### config.mk
export PLATFORM = sky130hd
export DESIGN_NAME = piano_note_sequencer
export DESIGN_NICKNAME = d
export VERILOG_FILES = /design/src/rtl/piano_pkg.sv /design/src/rtl/piano_take_buffer.sv /design/src/rtl/piano_note_sequencer.sv
export SDC_FILE = /design/constraint.sdc
export NUM_CORES = 1
export LEC_CHECK = 0
export CORE_ASPECT_RATIO = 0.7
export CORE_MARGIN = 8
export CORE_UTILIZATION = 40
export CTS_CLUSTER_DIAMETER = 150
export DETAILED_ROUTE_END_ITERATION = 7
export GPL_TIMING_DRIVEN = 0
export RECOVER_POWER = 100
export SETUP_SLACK_MARGIN = 0.1
export SYNTH_ARGS = -nofsm -noshare
export SYNTH_HDL_FRONTEND = slang
export SYNTH_SLANG_ARGS = --single-unit
### constraint.sdc
create_clock -name clk -period 4.4 [get_ports clk]
set_clock_uncertainty 0.1 [all_clocks]
set_input_delay 0.66 -clock clk [delete_from_list [all_inputs] [get_ports clk]]
set_output_delay 0.66 -clock clk [all_outputs]
set_load 0.01 [all_outputs]
### src/rtl/piano_pkg.sv
// Shared definitions for the piano note sequencer: note indices, mode states
// and the take-entry layout helper.
package piano_pkg;

   localparam int NOTE_W = 3;

   localparam logic [NOTE_W-1:0] NOTE_C = 3'd0;
   localparam logic [NOTE_W-1:0] NOTE_D = 3'd1;
   localparam logic [NOTE_W-1:0] NOTE_E = 3'd2;
   localparam logic [NOTE_W-1:0] NOTE_F = 3'd3;
   localparam logic [NOTE_W-1:0] NOTE_G = 3'd4;
   localparam logic [NOTE_W-1:0] NOTE_A = 3'd5;
   localparam logic [NOTE_W-1:0] NOTE_B = 3'd6;

   typedef enum logic [1:0] {
      LIVE     = 2'd0,
      PB_FETCH = 2'd1,
      PB_PLAY  = 2'd2
   } mode_e;

   // Entry layout, MSB first: {note_on, note_idx, octave, dur}
   function automatic int entry_w(input int oct_w, input int dur_w);
      return 1 + NOTE_W + oct_w + dur_w;
   endfunction

endpackage

### src/rtl/piano_take_buffer.sv
// Take storage: single write port, registered synchronous read, no content reset
// (entry validity is tracked by the sequencer's record count).
module piano_take_buffer #(
   parameter int DEPTH = 16,
   parameter int W     = 15
) (
   input  logic                     clk,
   input  logic                     wr_en,
   input  logic [$clog2(DEPTH)-1:0] wr_addr,
   input  logic [W-1:0]             wr_data,
   input  logic [$clog2(DEPTH)-1:0] rd_addr,
   output logic [W-1:0]             rd_data
);

   logic [W-1:0] mem [DEPTH];

   always_ff @(posedge clk) begin
      if (wr_en) mem[wr_addr] <= wr_data;
      rd_data <= mem[rd_addr];
   end

endmodule

### src/rtl/piano_note_sequencer.sv
// Note arbitration, octave register and take record/playback between the
// debounced switches and the tone generator.
module piano_note_sequencer
   import piano_pkg::*;
#(
   parameter int NUM_NOTES   = 7,
   parameter int OCT_W       = 3,
   parameter int OCT_DEFAULT = 4,
   parameter int OCT_MIN     = 1,
   parameter int OCT_MAX     = 7,
   parameter int DEPTH       = 16,
   parameter int DUR_W       = 8
) (
   input  logic                     clk,
   input  logic                     rst,
   input  logic                     tick,
   input  logic [NUM_NOTES-1:0]     note_sw,
   input  logic                     toggle_pb,
   input  logic                     inc_octave,
   input  logic                     dec_octave,
   output logic                     note_on,
   output logic [NOTE_W-1:0]        note_idx,
   output logic [OCT_W-1:0]         octave,
   output logic                     pb_mode,
   output logic [$clog2(DEPTH):0]   rec_count,
   output logic                     rec_full
);

   localparam int AW = $clog2(DEPTH);
   localparam int CW = AW + 1;
   localparam int EW = entry_w(OCT_W, DUR_W);
   localparam logic [OCT_W-1:0] OCT_RST = OCT_W'(OCT_DEFAULT);
   localparam logic [OCT_W-1:0] OCT_LO  = OCT_W'(OCT_MIN);
   localparam logic [OCT_W-1:0] OCT_HI  = OCT_W'(OCT_MAX);
   localparam logic [DUR_W-1:0] DUR_SAT = '1;
   localparam logic [CW-1:0]    FULL_M1 = CW'(DEPTH - 1);

   mode_e                 state;
   logic [NUM_NOTES-1:0]  prev_sw;
   logic [DUR_W-1:0]      dur;
   logic                  started;
   logic [OCT_W-1:0]      live_oct;
   logic [AW-1:0]         rd_ptr;
   logic [DUR_W-1:0]      pb_cnt;
   logic                  loaded;

   logic [NUM_NOTES-1:0]  rise;
   logic                  lv_on;
   logic [NOTE_W-1:0]     lv_idx;
   logic [OCT_W-1:0]      lv_oct;
   logic [DUR_W-1:0]      d_eff;
   logic                  evt_chg, wr_ok, enter, wr_en, last_entry, pb_exit;
   logic [EW-1:0]         wr_data, rd_data;
   logic                  e_on;
   logic [NOTE_W-1:0]     e_idx;
   logic [OCT_W-1:0]      e_oct;
   logic [DUR_W-1:0]      e_dur;

   function automatic logic [NOTE_W-1:0] lowest(input logic [NUM_NOTES-1:0] v);
      lowest = '0;
      for (int i = NUM_NOTES - 1; i >= 0; i--)
         if (v[i]) lowest = NOTE_W'(i);
   endfunction

   assign wr_data = {note_on, note_idx, octave, d_eff};
   assign e_dur   = rd_data[DUR_W-1:0];
   assign e_oct   = rd_data[DUR_W +: OCT_W];
   assign e_idx   = rd_data[DUR_W+OCT_W +: NOTE_W];
   assign e_on    = rd_data[EW-1];

   always_comb begin
      rise   = note_sw & ~prev_sw;
      lv_on  = note_on;
      lv_idx = note_idx;
      if (|rise) begin
         lv_on  = 1'b1;
         lv_idx = lowest(rise);
      end else if (note_on && !note_sw[note_idx]) begin
         // active note released: fall back to the lowest switch still held
         lv_on = |note_sw;
         if (|note_sw) lv_idx = lowest(note_sw);
      end
      lv_oct = octave;
      if (inc_octave && !dec_octave && octave < OCT_HI)
         lv_oct = octave + 1'b1;
      else if (dec_octave && !inc_octave && octave > OCT_LO)
         lv_oct = octave - 1'b1;
      d_eff      = dur + DUR_W'(tick);
      evt_chg    = (lv_on != note_on) || (lv_idx != note_idx) || (lv_oct != octave);
      wr_ok      = started && (d_eff != '0) && !rec_full;
      enter      = toggle_pb && ((rec_count != '0) || wr_ok);
      wr_en      = (state == LIVE) && wr_ok && (enter || evt_chg || d_eff == DUR_SAT);
      last_entry = ({1'b0, rd_ptr} + CW'(1)) == rec_count;
      pb_exit    = (state != LIVE) &&
                   (toggle_pb ||
                    (state == PB_PLAY && loaded && tick &&
                     (pb_cnt + 1'b1) == e_dur && last_entry));
   end

   piano_take_buffer #(.DEPTH(DEPTH), .W(EW)) u_take (
      .clk     (clk),
      .wr_en   (wr_en),
      .wr_addr (rec_count[AW-1:0]),
      .wr_data (wr_data),
      .rd_addr (rd_ptr),
      .rd_data (rd_data)
   );

   always_ff @(posedge clk or negedge rst) begin
      if (!rst) begin
         state     <= LIVE;
         note_on   <= 1'b0;
         note_idx  <= '0;
         octave    <= OCT_RST;
         live_oct  <= OCT_RST;
         pb_mode   <= 1'b0;
         rec_count <= '0;
         rec_full  <= 1'b0;
         prev_sw   <= '0;
         dur       <= '0;
         started   <= 1'b0;
         rd_ptr    <= '0;
         pb_cnt    <= '0;
         loaded    <= 1'b0;
      end else if (pb_exit) begin
         // take is discarded; held switches are absorbed so they do not retrigger
         state     <= LIVE;
         pb_mode   <= 1'b0;
         note_on   <= 1'b0;
         octave    <= live_oct;
         rec_count <= '0;
         rec_full  <= 1'b0;
         prev_sw   <= note_sw;
         started   <= 1'b0;
         dur       <= '0;
      end else begin
         if (wr_en) begin
            rec_count <= rec_count + 1'b1;
            rec_full  <= (rec_count == FULL_M1);
         end
         case (state)
            LIVE: begin
               if (enter) begin
                  state    <= PB_FETCH;
                  pb_mode  <= 1'b1;
                  live_oct <= octave;
                  rd_ptr   <= '0;
                  dur      <= '0;
               end else begin
                  note_on  <= lv_on;
                  note_idx <= lv_idx;
                  octave   <= lv_oct;
                  prev_sw  <= note_sw;
                  started  <= started | lv_on;
                  if (evt_chg || d_eff == DUR_SAT) dur <= '0;
                  else                             dur <= d_eff;
               end
            end
            PB_FETCH: begin
               state  <= PB_PLAY;
               loaded <= 1'b0;
            end
            PB_PLAY: begin
               // first cycle only latches the entry; ticks count once it is audible
               if (!loaded) begin
                  note_on  <= e_on;
                  note_idx <= e_idx;
                  octave   <= e_oct;
                  pb_cnt   <= '0;
                  loaded   <= 1'b1;
               end else if (tick) begin
                  if ((pb_cnt + 1'b1) == e_dur) begin
                     rd_ptr <= rd_ptr + 1'b1;
                     state  <= PB_FETCH;
                  end else begin
                     pb_cnt <= pb_cnt + 1'b1;
                  end
               end
            end
            default: state <= LIVE;
         endcase
      end
   end

endmodule
==> flow_summary.toml <==
[run_status]
status = "finished with violations"
violations = "max-capacitance violations, max-slew violations"

[logic_synthesis]
yosys.area.top_type_share = 0.559
ys_ff_latch = 303
synth_cell_types = 68
syn_area_um2 = 12900
syn_area_per_cell_um2 = 16.7
yosysWarnings = 0
synth_cells = 772
ys.flop_type = "edfxtp_1"
synth_enable_flop_cells = 240
synth_nets = 800
synth_top_area_cell = "edfxtp_1"
async_flop_share = 0.158
synth_seq_area_share = 0.675
yosys-top-cells-area = "edfxtp_1, mux4_2, dfrtp_1"

[route]
route.detailed.drc = 0
drt_iter0_markers = 815
avgViaCountPerCell = 5.67
wl_per_cell_um = 24.5
ant_nets = 0
vias = 7395
routed_wl_mm = 32.0
dr.pass1.iters = 6

[finish]
most-common-layout-cells = "edfxtp_1, mux4_2, dfrtp_1"
fillers = 2720
layout_commonest_cell = "edfxtp_1"
final_cells = 1305
final_layout_size_suffix_gt1_frac = 0.216
fin_util = 0.472
n_antenna_cell = 0
syn_to_final_growth_pct = 17.1
multi_input_area_um2 = 4050
seq_area_um2 = 8710
fin_nets = 886

[floorplan]
row_count = 55
die_h_um = 166
coreArea_um2 = 32000
start_util = 0.403
io-pin-count = 27
die-area_um2 = 38300
die_x_um = 231

[clock_network]
clk_pin_slew_ns = 0.07
cts-root-buf = "clkbuf_16"
tritoncts = "yes"
clk_latency_ns = 0.54
cts_buffers = 27
cts_buffer_depth = 3
cts.sinks = 303
h-tree-depth = 1

[critical_path]
cp.required_ns = 4.55
start_kind = "input port"
cp_max_fo = 10
worst-r2r-cell-count = 12
crit_type = "input port to register"
crit_path_end_kind = "register"
rrSetupSlack_ns = 0.21
r2r-end = "u_take.mem[2][6]$_DFFE_PP_"
r2r-start = "octave[1]$_DFFE_PN0P_"
cp.arrival_ns = 4.40

[placed_design]
post-place-ws_ns = -1.74
dpl.cell_count = 1242
port_buffers = 25
place.gp.congestion = 0.831
dp_hpwl_mm = 21.1

[sta]
fin_ws_ns = 0.152
fin_crit_ns = 4.25
hold_viol = 0
tns_ns = 0
slew_headroom = -0.0538
rsz0062_at_grt = "no"
max_clock_freq_mhz = 235
whs_ns = 0.363
maxSlewViolCount = 27
setup_viol = 0
fin_crit_sh = 0.965
worst_slew_pin_slew_ns = 1.58

[power]
p_per_area_nw_per_um2 = 535
ir_worst_vdd_v = 0.000283
p_leak_nw = 5.05

[global_route]
grt_util_all_layers = 0.165
grt_pass1_wl_mm = 47.3
grt_max_degree = 27
overflow = 0
antenna_found_initial = 0
grt_pass1_vias = 7161

[job]
maxCapViolations = 2

[min_path]
min_path_type = "input port to asynchronous set/reset pin"
cells in the mapped netlist, types with 4 or more instances:
master and number:
and3_1 10, nor2b_1 4, buf_2 8, a21o_1 5, nand2_1 41, o31ai_1 5, mux2_1 7, dfxtp_1 15
o21ai_1 10, inv_1 24, or2_2 5, clkbuf_1 19, or3_1 4, a221oi_1 5, mux2i_1 10, xnor2_1 17
o2111ai_1 4, a21oi_1 14, nor2_1 37, nor3_1 10, o211ai_1 6, nand2b_1 19, edfxtp_1 240, mux2_2 4
dfrtp_1 46, nand3_1 16, buf_1 6, o21ai_0 21, xor2_1 4, a22o_1 13, a31oi_1 4, ha_1 15
mux4_2 76
critical path: stages:
cell             delay [ns]
clkdlybuf4s50_1        0.65
ha_2                   0.31
ha_2                   0.27
nand3_1                0.17
nor2_2                 0.23
xor2_4                 0.17
nand4_1                0.22
and3_1                 0.28
a31oi_2                0.28
buf_2                  0.30
nand2_1                0.29
nor3_4                 0.35
buf_16                 0.19
routing by layer:
metal	track usage	vias up	wire length [um]
li1	-	3225	-
met1	0.258	3836	15300
met2	0.228	280	13500
met3	0.0343	54	2440
met4	0.0418	0	711
met5	0	-	0
report_power, final:
part           internal, mW  total [mW]  leakage [nW]  switching [mW]
clock network          1.43        2.48         0.455            1.05
logic                 0.764        1.78          1.66            1.01
registers              3.51        3.83          2.93           0.313
kinds of logic (layout without fill, tap and decap cells):
kind of cell    Yosys count  in the layout  synth area share
xor+xnor                 21             21            0.0143
buf+inv                  61            167            0.0200
compound gates          109            109            0.0591
fa+ha+maj                15             15            0.0146
flops                   303            303             0.675
simple gates            166            166            0.0666
mux                      97             97             0.150
worst max-delay path by stage:
stage	endpoint	depth (start not counted)	slack [ns]	start
after detailed placement	u_take.mem[4][7]$_DFFE_PP_	13	-1.74	tick
final	u_take.mem[2][6]$_DFFE_PP_	13	0.15	tick
after global routing	u_take.mem[11][12]$_DFFE_PP_	12	0.06	tick
after floorplan	u_take.mem[3][0]$_DFFE_PP_	10	0.11	tick
after global placement	u_take.mem[3][2]$_DFFE_PP_	11	-3.32	tick
after CTS	u_take.mem[1][11]$_DFFE_PP_	13	0.13	tick
metrics by stage:
step | total power, mW | instance area [um2]
floorplan | 4.98 | 12900
detailed placement | 5.70 | 14100
global placement | 5.62 | 13700
finish | 8.08 | 15100
global route | 8.43 | 15100
CTS | 8.20 | 15300
flip-flops by register name, indices dropped and copies added, names as in the netlist:
name,count
prev_sw,7
rec_count,5
pb_mode,1
u_take.rd_data,15
u_take.mem,240
note_on,1
note_idx,3
dur,8
octave,3
started,1
live_oct,3
rec_full,1
state,2
pb_cnt,8
rd_ptr,4
loaded,1
repair_timing:
| action | 4_1_cts | 5_1_grt |
|---|---|---|
| setup buffers | 11 | 3 |
| hold buffers | 0 | 0 |
| setup endpoints to repair | 246 | 217 |
| pin swaps | 10 | 4 |
| gates resized for setup | 21 | 5 |
| hold endpoints to repair | 0 | 0 |
area by class of cell:
cell class                 instances  area share
clock buffer                      34      0.0491
timing repair buffer              57      0.0420
inverter                          24     0.00597
tap                              427      0.0354
clock inverter                    15      0.0123
buffer                            37      0.0104
sequential                       303       0.577
multi-input combinational        408       0.268
No activity file was read; power rests on OpenSTA's default activity.
